File: src/rtl/lane_sprite_drawer_if.sv
// ---------------------------------------------------------------------------
// lane_sprite_drawer_if
//   Bundles the request side (from the game-control FSM) and the pixel side
//   (to the VGA frame-buffer write port) of the lane sprite drawer.
//
//   Handshake: the controller raises req with lane_sel/color_in valid; the
//   drawer samples them only when idle and not busy. A request that is not
//   accepted is simply dropped, never queued. busy is high from the first
//   pixel through the done cycle. done pulses for one cycle after the last
//   pixel. x_out/y_out/color_out are meaningful only while plot is high.
//
//   Signals
//     req        controller -> drawer  draw request
//     lane_sel   controller -> drawer  target lane index
//     color_in   controller -> drawer  sprite colour
//     x_out      drawer -> VGA         pixel x
//     y_out      drawer -> VGA         pixel y
//     color_out  drawer -> VGA         pixel colour
//     plot       drawer -> VGA         pixel write strobe
//     busy       drawer -> controller  request in progress
//     done       drawer -> controller  one-cycle completion pulse
// ---------------------------------------------------------------------------
`timescale 1ns/1ps
interface lane_sprite_drawer_if #(
  parameter int LW = 2,
  parameter int XW = 8,
  parameter int YW = 7,
  parameter int CW = 3
);
  logic          req;
  logic [LW-1:0] lane_sel;
  logic [CW-1:0] color_in;
  logic [XW-1:0] x_out;
  logic [YW-1:0] y_out;
  logic [CW-1:0] color_out;
  logic          plot;
  logic          busy;
  logic          done;

  // Game-control side.
  modport master (
    output req, lane_sel, color_in,
    input  x_out, y_out, color_out, plot, busy, done
  );

  // Drawer side.
  modport slave (
    input  req, lane_sel, color_in,
    output x_out, y_out, color_out, plot, busy, done
  );
endinterface

File: src/rtl/lane_sprite_drawer.sv
// ---------------------------------------------------------------------------
// lane_sprite_drawer
//   Renders a BOX_W x BOX_H sprite into one of NUM_LANES lanes at row Y_POS,
//   emitting one pixel per clock (row-major) to the frame-buffer write port.
//   Optional erase of the previously drawn sprite is compiled in when the
//   macro SPRITE_ERASE_EN is defined; without it the drawer only draws and
//   the caller is responsible for clearing the old sprite.
//
//   Ports
//     clock        system clock, rising edge
//     reset        asynchronous, active-low reset
//     bus          lane_sprite_drawer_if.slave (request in, pixels out)
//     dbg_state_o  current FSM state (IDLE=0, ERASE=1, DRAW=2, FIN=3)
//
//   Timing: a request accepted at edge k registers its first pixel at k+1,
//   the last of N=BOX_W*BOX_H at k+N (k+2N with erase) and done one edge
//   later. All pixel-port outputs are registered.
// ---------------------------------------------------------------------------
`timescale 1ns/1ps
module lane_sprite_drawer #(
  parameter int NUM_LANES  = 4,
  parameter int LANE_X0    = 14,
  parameter int LANE_PITCH = 40,
  parameter int Y_POS      = 99,
  parameter int BOX_W      = 4,
  parameter int BOX_H      = 4,
  parameter int XW         = 8,
  parameter int YW         = 7,
  parameter int CW         = 3,
  parameter int LW         = (NUM_LANES > 1) ? $clog2(NUM_LANES) : 1
) (
  input  logic                 clock,
  input  logic                 reset,
  lane_sprite_drawer_if.slave  bus,
  output logic [1:0]           dbg_state_o
);

  localparam int CLW = (BOX_W > 1) ? $clog2(BOX_W) : 1;
  localparam int RLW = (BOX_H > 1) ? $clog2(BOX_H) : 1;

  typedef enum logic [1:0] {
    S_IDLE  = 2'd0,
    S_ERASE = 2'd1,
    S_DRAW  = 2'd2,
    S_FIN   = 2'd3
  } state_e;

  state_e state_q, state_d;

  logic [CLW-1:0] col_q, col_d;
  logic [RLW-1:0] row_q, row_d;
  logic [LW-1:0]  lane_q, lane_d;
  logic [CW-1:0]  color_q, color_d;
  logic [XW-1:0]  x_q, x_d;
  logic [YW-1:0]  y_q, y_d;
  logic [CW-1:0]  cout_q, cout_d;
  logic           plot_q, plot_d;
  logic           busy_q, busy_d;
  logic           done_q, done_d;
`ifdef SPRITE_ERASE_EN
  logic [LW-1:0]  prev_lane_q, prev_lane_d;
  logic           prev_valid_q, prev_valid_d;
`endif

  logic           req_ok;
  logic           last_col;
  logic           last_row;
  logic           last_px;
  logic [LW-1:0]  px_lane;
  logic [CW-1:0]  px_color;

  // Left edge of a lane, truncated to the x width.
  function automatic logic [XW-1:0] lane_base_x(input logic [LW-1:0] lane);
    lane_base_x = XW'(LANE_X0 + int'(lane) * LANE_PITCH);
  endfunction

  // busy_q lags the state by one edge (outputs are registered), so it also
  // covers the cycle right after FIN where done is still visible; gating on
  // it keeps a request from being accepted while busy is reported high.
  assign req_ok   = bus.req && !busy_q && (int'(bus.lane_sel) < NUM_LANES);
  assign last_col = (col_q == CLW'(BOX_W - 1));
  assign last_row = (row_q == RLW'(BOX_H - 1));
  assign last_px  = last_col && last_row;

  // ---------------------------------------------------------------------
  // State register
  // ---------------------------------------------------------------------
  always_ff @(posedge clock or negedge reset) begin
    if (!reset) begin
      state_q <= S_IDLE;
    end else begin
      state_q <= state_d;
    end
  end

  // ---------------------------------------------------------------------
  // Next-state logic
  // ---------------------------------------------------------------------
  always_comb begin
    state_d = state_q;
    unique case (state_q)
      S_IDLE: begin
        if (req_ok) begin
`ifdef SPRITE_ERASE_EN
          state_d = prev_valid_q ? S_ERASE : S_DRAW;
`else
          state_d = S_DRAW;
`endif
        end
      end
      S_ERASE: begin
        if (last_px) state_d = S_DRAW;
      end
      S_DRAW: begin
        if (last_px) state_d = S_FIN;
      end
      S_FIN: begin
        state_d = S_IDLE;
      end
      default: begin
        state_d = S_IDLE;
      end
    endcase
  end

  // ---------------------------------------------------------------------
  // Output / datapath next values
  // ---------------------------------------------------------------------
  always_comb begin
    col_d    = col_q;
    row_d    = row_q;
    lane_d   = lane_q;
    color_d  = color_q;
    x_d      = x_q;
    y_d      = y_q;
    cout_d   = cout_q;
    plot_d   = 1'b0;
    done_d   = 1'b0;
    busy_d   = (state_q != S_IDLE);
    px_lane  = lane_q;
    px_color = color_q;
`ifdef SPRITE_ERASE_EN
    prev_lane_d  = prev_lane_q;
    prev_valid_d = prev_valid_q;
`endif

    unique case (state_q)
      S_IDLE: begin
        if (req_ok) begin
          lane_d  = bus.lane_sel;
          color_d = bus.color_in;
          col_d   = '0;
          row_d   = '0;
        end
      end
      S_ERASE, S_DRAW: begin
`ifdef SPRITE_ERASE_EN
        // Erase paints the previous sprite position with colour 0.
        if (state_q == S_ERASE) begin
          px_lane  = prev_lane_q;
          px_color = '0;
        end
`endif
        plot_d = 1'b1;
        x_d    = lane_base_x(px_lane) + XW'(col_q);
        y_d    = YW'(Y_POS) + YW'(row_q);
        cout_d = px_color;
        // Counters wrap to zero after the last pixel, which also leaves them
        // cleared for the DRAW pass that follows an ERASE pass.
        if (last_col) begin
          col_d = '0;
          row_d = last_row ? '0 : row_q + RLW'(1);
        end else begin
          col_d = col_q + CLW'(1);
        end
      end
      S_FIN: begin
        done_d = 1'b1;
`ifdef SPRITE_ERASE_EN
        prev_lane_d  = lane_q;
        prev_valid_d = 1'b1;
`endif
      end
      default: begin
        plot_d = 1'b0;
      end
    endcase
  end

  // ---------------------------------------------------------------------
  // Datapath registers
  // ---------------------------------------------------------------------
  always_ff @(posedge clock or negedge reset) begin
    if (!reset) begin
      col_q   <= '0;
      row_q   <= '0;
      lane_q  <= '0;
      color_q <= '0;
      x_q     <= '0;
      y_q     <= '0;
      cout_q  <= '0;
      plot_q  <= 1'b0;
      busy_q  <= 1'b0;
      done_q  <= 1'b0;
    end else begin
      col_q   <= col_d;
      row_q   <= row_d;
      lane_q  <= lane_d;
      color_q <= color_d;
      x_q     <= x_d;
      y_q     <= y_d;
      cout_q  <= cout_d;
      plot_q  <= plot_d;
      busy_q  <= busy_d;
      done_q  <= done_d;
    end
  end

`ifdef SPRITE_ERASE_EN
  always_ff @(posedge clock or negedge reset) begin
    if (!reset) begin
      prev_lane_q  <= '0;
      prev_valid_q <= 1'b0;
    end else begin
      prev_lane_q  <= prev_lane_d;
      prev_valid_q <= prev_valid_d;
    end
  end
`endif

  assign bus.x_out     = x_q;
  assign bus.y_out     = y_q;
  assign bus.color_out = cout_q;
  assign bus.plot      = plot_q;
  assign bus.busy      = busy_q;
  assign bus.done      = done_q;
  assign dbg_state_o   = state_q;

endmodule

File: src/flat_wrapper.sv
// flat-port wrapper written by rule: the top's interface ports become plain ports
module lane_sprite_drawer_flat 
#(
  parameter int NUM_LANES  = 4,
  parameter int LANE_X0    = 14,
  parameter int LANE_PITCH = 40,
  parameter int Y_POS      = 99,
  parameter int BOX_W      = 4,
  parameter int BOX_H      = 4,
  parameter int XW         = 8,
  parameter int YW         = 7,
  parameter int CW         = 3,
  parameter int LW         = (NUM_LANES > 1) ? $clog2(NUM_LANES) : 1
)
  (clock, reset, dbg_state_o, bus_req, bus_lane_sel, bus_color_in, bus_x_out, bus_y_out, bus_color_out, bus_plot, bus_busy, bus_done);
  lane_sprite_drawer_if #(.LW(LW), .XW(XW), .YW(YW), .CW(CW)) bus_i ();
  input  logic clock;
  input  logic reset;
  output logic [1:0] dbg_state_o;
  input wire logic [$bits(bus_i.req)-1:0] bus_req;
  input wire logic [$bits(bus_i.lane_sel)-1:0] bus_lane_sel;
  input wire logic [$bits(bus_i.color_in)-1:0] bus_color_in;
  output wire logic [$bits(bus_i.x_out)-1:0] bus_x_out;
  output wire logic [$bits(bus_i.y_out)-1:0] bus_y_out;
  output wire logic [$bits(bus_i.color_out)-1:0] bus_color_out;
  output wire logic [$bits(bus_i.plot)-1:0] bus_plot;
  output wire logic [$bits(bus_i.busy)-1:0] bus_busy;
  output wire logic [$bits(bus_i.done)-1:0] bus_done;
  assign bus_i.req = bus_req;
  assign bus_i.lane_sel = bus_lane_sel;
  assign bus_i.color_in = bus_color_in;
  assign bus_x_out = bus_i.x_out;
  assign bus_y_out = bus_i.y_out;
  assign bus_color_out = bus_i.color_out;
  assign bus_plot = bus_i.plot;
  assign bus_busy = bus_i.busy;
  assign bus_done = bus_i.done;
  lane_sprite_drawer #(.NUM_LANES(NUM_LANES), .LANE_X0(LANE_X0), .LANE_PITCH(LANE_PITCH), .Y_POS(Y_POS), .BOX_W(BOX_W), .BOX_H(BOX_H), .XW(XW), .YW(YW), .CW(CW), .LW(LW)) u_core (.clock(clock), .reset(reset), .bus(bus_i), .dbg_state_o(dbg_state_o));
endmodule
File: config.mk
export PLATFORM = sky130hd
export DESIGN_NAME = lane_sprite_drawer_flat
export DESIGN_NICKNAME = d
export VERILOG_FILES = /design/src/rtl/lane_sprite_drawer_if.sv /design/src/rtl/lane_sprite_drawer.sv /design/src/flat_wrapper.sv
export SDC_FILE = /design/constraint.sdc
export NUM_CORES = 1
export LEC_CHECK = 0
export CORE_UTILIZATION = 52
export DETAILED_ROUTE_END_ITERATION = 7
export GPL_TIMING_DRIVEN = 0
export PLACE_DENSITY = 0.83
export SYNTH_ARGS = -nofsm -noshare
export SYNTH_HDL_FRONTEND = slang
export SYNTH_SLANG_ARGS = --single-unit
File: constraint.sdc
create_clock -name clock -period 3 [get_ports clock]
set_input_delay 0.45 -clock clock [delete_from_list [all_inputs] [get_ports clock]]
set_output_delay 0.45 -clock clock [all_outputs]
set_load 0.05 [all_outputs]
==> impl_metrics.py, run 1 <==
metrics = {
    "run_status": {
        "status": "finished clean",
    },
    "global_route": {
        "grt_use_met2_pct": 30.6,
        "groute.usage.overall_pct": 18.5,
        "met1_usage_pct": 22.3,
        "grt_pass1_vias": 847,
        "overflow": 0,
        "grt-busiest-layer": "met2",
        "grt_max_degree": 29,
        "met3_usage_pct": 3.51,
        "grt_first_pass_wirelength_um": 3570,
        "antenna_found_initial": 0,
    },
    "sta": {
        "fin_skew_ps": 4.18,
        "layout_worst_path_cycle_share_pct": 68.5,
        "max_freq_mhz": 487,
        "period_minus_slack_ps": 2060,
        "max_slew_margin_pct": 19.7,
        "setup_tns_ps": 0,
        "tightest_slew_ps": 1200,
        "slew_viol_final": 0,
        "rsz0062_at_grt": "false",
        "setup_viol": 0,
        "final_hold_viol_count": 0,
    },
    "floorplan": {
        "ios": 31,
        "dieArea_um2": 2710,
        "rows": 17,
        "core-area_um2": 2300,
        "dieHeight_um": 52.1,
        "start_util_pct": 56.8,
        "die_w_um": 52.1,
    },
    "synthesis": {
        "synth_top_area_cell": "dfrtp_1",
        "synth_top_cells_by_count": "dfrtp_1 (28), inv_1 (11), mux2_2 (10)",
        "synth.most_common_cell": "dfrtp_1",
        "synthTopCellsByArea": "dfrtp_1 (54%), ha_1 (8.6%), mux2_2 (8.6%)",
        "ys_seq_area_share_pct": 53.7,
        "ys.flop_type": "dfrtp_1",
        "ys_types": 29,
        "yosys.area.top_type_share_pct": 53.7,
        "yosys_register_bits": 28,
        "synthArstFlopShare_pct": 100,
        "avgSynthCellArea_um2": 13.1,
        "syn_area_um2": 1310,
        "synth-edff-count": 0,
        "syn_inst": 100,
        "ys_warn_count": 0,
    },
    "cts": {
        "clock_tree.buffer_depth": 2,
        "cts_buffers": 3,
        "post_cts_buffers": 0,
        "tritoncts": "yes",
        "path_clk_slew_ps": 130,
        "ctsResizeCount": 0,
        "clkLatencyLatePin_ps": 310,
        "htreeDepth": 1,
        "clock_sinks": 28,
        "cts_hold_buf": 0,
        "cts-root-buf": "clkbuf_4",
    },
    "worst_setup_path": {
        "path_max_fanout": 3,
        "crit_path_max_incr_delay_ps": 780,
        "end_kind": "output port",
        "startpoint_type": "flop",
        "cp_cell_sequence": "buf_4, clkdlybuf4s50_1",
        "worstPathArrival_ps": 1610,
        "worstSetupPathType": "reg -> out",
        "crit_required_ps": 2550,
        "slowest_stage": "clkdlybuf4s50_1",
    },
    "place": {
        "dp_hpwl_um": 1570,
        "gp_congestion": 0.735,
        "io_buffers": 28,
    },
    "detailed_routing": {
        "drc": 0,
        "via_per_inst": 5.11,
        "antenna_left": 0,
        "dr.pass1.iters": 4,
        "wl_um": 2200,
        "vias": 817,
        "wl_per_cell_um": 13.8,
        "initialDrtViolationCount": 10,
    },
    "worst_hold_path": {
        "min_path_type": "reg -> reg",
    },
    "finish": {
        "antenna_cells": 0,
        "nNetsFinal": 151,
        "drive_gt1_share_pct": 21.2,
        "areaGrowthSynthToFinish_pct": 26.2,
    },
    "flow_run": {
        "cap_violations": 0,
    },
}
-- area by class of cell --
cell class	instances	area, µm²
plain buffers	7	50.0
clock buffers	3	22.5
fillers	166	651
flip-flops and latches	28	701
multi-input cells	54	513
repair buffers	28	280
well taps	28	35.0
inverters	12	45.0
-- worst paths after layout --
kind | from | end | slack, ps | cells after the start
setup / recovery | u_core.bus.x_out[2] | bus_x_out[2] | 940 | 2
hold / removal | u_core.bus.x_out[4] | u_core.bus.x_out[4] | 520 | 1
setup reg to reg | u_core.dbg_state_o[0] | u_core.row_q[0] | 1260 | 5
hold reg to reg | u_core.bus.x_out[4] | u_core.bus.x_out[4] | 520 | 1
max in group asynchronous | reset | u_core.bus.x_out[3] | 1540 | 1
min in group asynchronous | reset | u_core.bus.y_out[1] | 750 | 1
-- cell families after synthesis --
group,share of synthesized area [%]
AO/OA/AOI/OAI,5.27
XOR/XNOR,0.671
adder cells (fa/ha/maj),8.63
buffers and inverters,7.29
flip-flops,53.7
multiplexers,18.2
other,0.287
AND/OR/NAND/NOR,5.94
-- sequential cells by signal, summed over array words and instances, names as in the netlist --
register / flops
u_core.col_q: 2
u_core.bus.x_out: 7
u_core.lane_q: 2
u_core.bus.plot: 1
u_core.bus.color_out: 3
u_core.row_q: 2
u_core.bus.y_out: 4
u_core.dbg_state_o: 2
u_core.bus.busy: 1
u_core.color_q: 3
u_core.bus.done: 1
-- per-stage QoR --
step	cells	utilization, %	instance area, µm²	hold WS, ps	setup slack [ps]
finish	160	71.7	1650	522	945
global route	160	71.7	1650	537	861
CTS	160	71.7	1650	528	920
detailed placement	157	70.7	1620	492	1070
global placement	157	70.7	1620	475	1100
floorplan	101	-	1310	154	1170
-- routing by layer --
layer / wire length, µm / vias to the layer above
met5: 0 / -
met4: 14 / 0
met3: 68 / 2
met2: 1090 / 18
met1: 1030 / 401
li1: - / 396
-- critical path: cells and delay by family (launching register included) --
family   cells  cell delay (ps)
buf+inv      2              890
flops        1              400
-- cell usage in the layout (no fill, tap or decap) --
cell and n:
a221oi_1 1, or2_1 1, mux2_2 10, inv_2 1, o211ai_1 1, o21ai_0 1, ha_1 9, buf_6 1
inv_1 11, a21oi_1 4, or2_2 1, a2bb2oi_1 1, xnor2_1 1, nand2_1 1, mux2_4 5, nor4b_1 1
clkbuf_1 1, nor2_1 1, clkbuf_4 3, conb_1 2, nor2b_1 2, dfrtp_1 28, o2bb2ai_1 1, buf_4 4
nor3b_1 1, nand3_1 3, a211o_2 1, mux2i_1 5, nand2b_4 1, buf_2 1, clkdlybuf4s50_1 28
Power of run 1 is not shown: default switching activity piles up to over one toggle a cycle in this logic, so the estimate is an artifact.
==> run 2, diff against run 1 <==
Settings changed: CORE_UTILIZATION 52 to 44, PLACE_DENSITY 0.83 to 0.75.
Clock period 3 ns to 1.75 ns, I/O delays scaled along.
==> run 2 against run 1 <==
Net effect: sequential share of layout area is 0.33 points lower; design area up 1.1%; highest routed layer unchanged; non-clock buffer count is 1 higher; global-route usage shrank 1.7 points; critical path type is now reg -> reg; die area rose by 17%; wire length grew 8.9%; clock-buffer cell count grew 1.
==> impl_metrics.py, run 2 (synthesized netlist as in run 1, its figures left out) <==
metrics = {
    "worst_setup_path": {
        "ff2ff_path_depth": 6,
        "path_max_fanout": 6,
        "cp_top_family": "flip-flops",
        "startpoint": "u_core.dbg_state_o[0]",
        "worstPathBufferInverterCount": 3,
        "cp.depth": 6,
        "crit_required_ps": 1980,
        "startpoint_type": "flop",
        "crit_path_max_incr_delay_ps": 470,
        "worstPathArrival_ps": 1880,
        "cp_cell_sequence": "inv_1, ha_2, inv_2, or2_1, buf_6, mux2_4",
        "crit_path_end": "u_core.lane_q[1]",
        "slowest_stage": "dfrtp_2",
        "r2r_setup_slack_ps": 100,
        "worstSetupPathType": "reg -> reg",
        "end_kind": "flop",
        "worstReg2RegStart": "u_core.dbg_state_o[0]",
        "timing.rr.end": "u_core.lane_q[1]",
    },
    "cts": {
        "clock_tree.buffer_depth": 2,
        "post_cts_buffers": 0,
        "clock_sinks": 28,
        "cts-root-buf": "clkbuf_4",
        "htreeDepth": 1,
        "path_clk_slew_ps": 150,
        "tritoncts": "yes",
        "clkLatencyLatePin_ps": 330,
        "cts_buffers": 3,
    },
    "run_status": {
        "status": "finished clean",
    },
    "sta": {
        "setup_viol": 0,
        "fin_skew_ps": 8.18,
        "slew_viol_final": 0,
        "tightest_slew_ps": 617,
        "layout_worst_path_cycle_share_pct": 94.4,
        "rsz0062_at_grt": "false",
        "max_freq_mhz": 606,
        "max_slew_margin_pct": 58.9,
        "period_minus_slack_ps": 1650,
        "final_hold_viol_count": 0,
    },
    "detailed_routing": {
        "initialDrtViolationCount": 7,
        "vias": 824,
        "wl_um": 2400,
        "antenna_left": 0,
        "dr.pass1.iters": 4,
        "wl_per_cell_um": 14.5,
        "drc": 0,
        "via_per_inst": 4.99,
    },
    "finish": {
        "nNetsFinal": 152,
        "mostFrequentLayoutCells": "dfrtp_1 (26), dlygate4sd2_1 (20), inv_1 (11), mux2_2 (10), ha_1 (8)",
        "postLayoutCellArea_um2": 1670,
        "post-route-util_pct": 59.9,
        "antenna_cells": 0,
        "areaGrowthSynthToFinish_pct": 27.6,
        "largest_register_ffs": 7,
        "final_common_cell": "dfrtp_1",
        "drive_gt1_share_pct": 26.9,
    },
    "floorplan": {
        "dieHeight_um": 56.5,
        "rows": 19,
        "ios": 31,
        "start_util_pct": 46.9,
        "die_w_um": 56.5,
        "dieArea_um2": 3190,
        "core-area_um2": 2780,
    },
    "global_route": {
        "groute.usage.overall_pct": 16.8,
        "grt_pass1_vias": 870,
        "antenna_found_initial": 0,
        "overflow": 0,
        "grt_first_pass_wirelength_um": 4040,
        "grt_max_degree": 29,
    },
    "worst_hold_path": {
        "min_path_type": "in -> async",
    },
    "flow_run": {
        "cap_violations": 0,
    },
    "place": {
        "dp_hpwl_um": 1750,
        "gp_congestion": 0.711,
        "dpl_cell_area_um2": 1630,
        "io_buffers": 28,
    },
}
run 2: cell type report:
class | count | area [µm²]
sequential | 28 | 703
multi-input combinational | 54 | 526
buffer | 7 | 53.8
inverter | 12 | 45.0
clock buffer | 4 | 36.3
tap | 31 | 38.8
fill | 231 | 1120
timing repair buffer | 29 | 263
run 2: metal layers:
layer | up-vias | GRT usage, % | share of wire (%)
li1 | 394 | - | -
met1 | 404 | 21.3 | 44
met2 | 21 | 27.4 | 51
met3 | 5 | 5.07 | 3.9
met4 | 0 | 5.23 | 1.0
met5 | - | 0 | 0
run 2: per-stage QoR:
step	std cells	setup TNS (ps)	hold WS (ps)	setup slack, ps
after floorplan	101	0	-33.1	80.8
after global placement	160	-154	474	-77.0
after detailed placement	160	-1900	490	-163
after CTS	164	0	520	3.85
after global routing	165	0	506	29.3
final	165	0	457	98.8
run 2: repair_timing:
action | CTS | global route
resized for setup | 20 | 7
hold buffers | 0 | 1
endpoints found under the hold margin | 0 | 28
endpoints found under the setup margin | 20 | 10
run 2: how the worst min path moves through the flow:
stage	slack, ps	from	depth (start not counted)	end
2_1_floorplan	-30	reset	0	u_core.bus.busy
3_3_place_gp	470	u_core.bus.y_out[5]	1	u_core.bus.y_out[5]
3_5_place_dp	490	u_core.bus.y_out[5]	1	u_core.bus.y_out[5]
4_1_cts	520	u_core.bus.y_out[5]	1	u_core.bus.y_out[5]
5_1_grt	510	reset	2	u_core.bus.done
6_report	460	reset	2	u_core.row_q[1]
Power of run 2 is left out for the same reason.
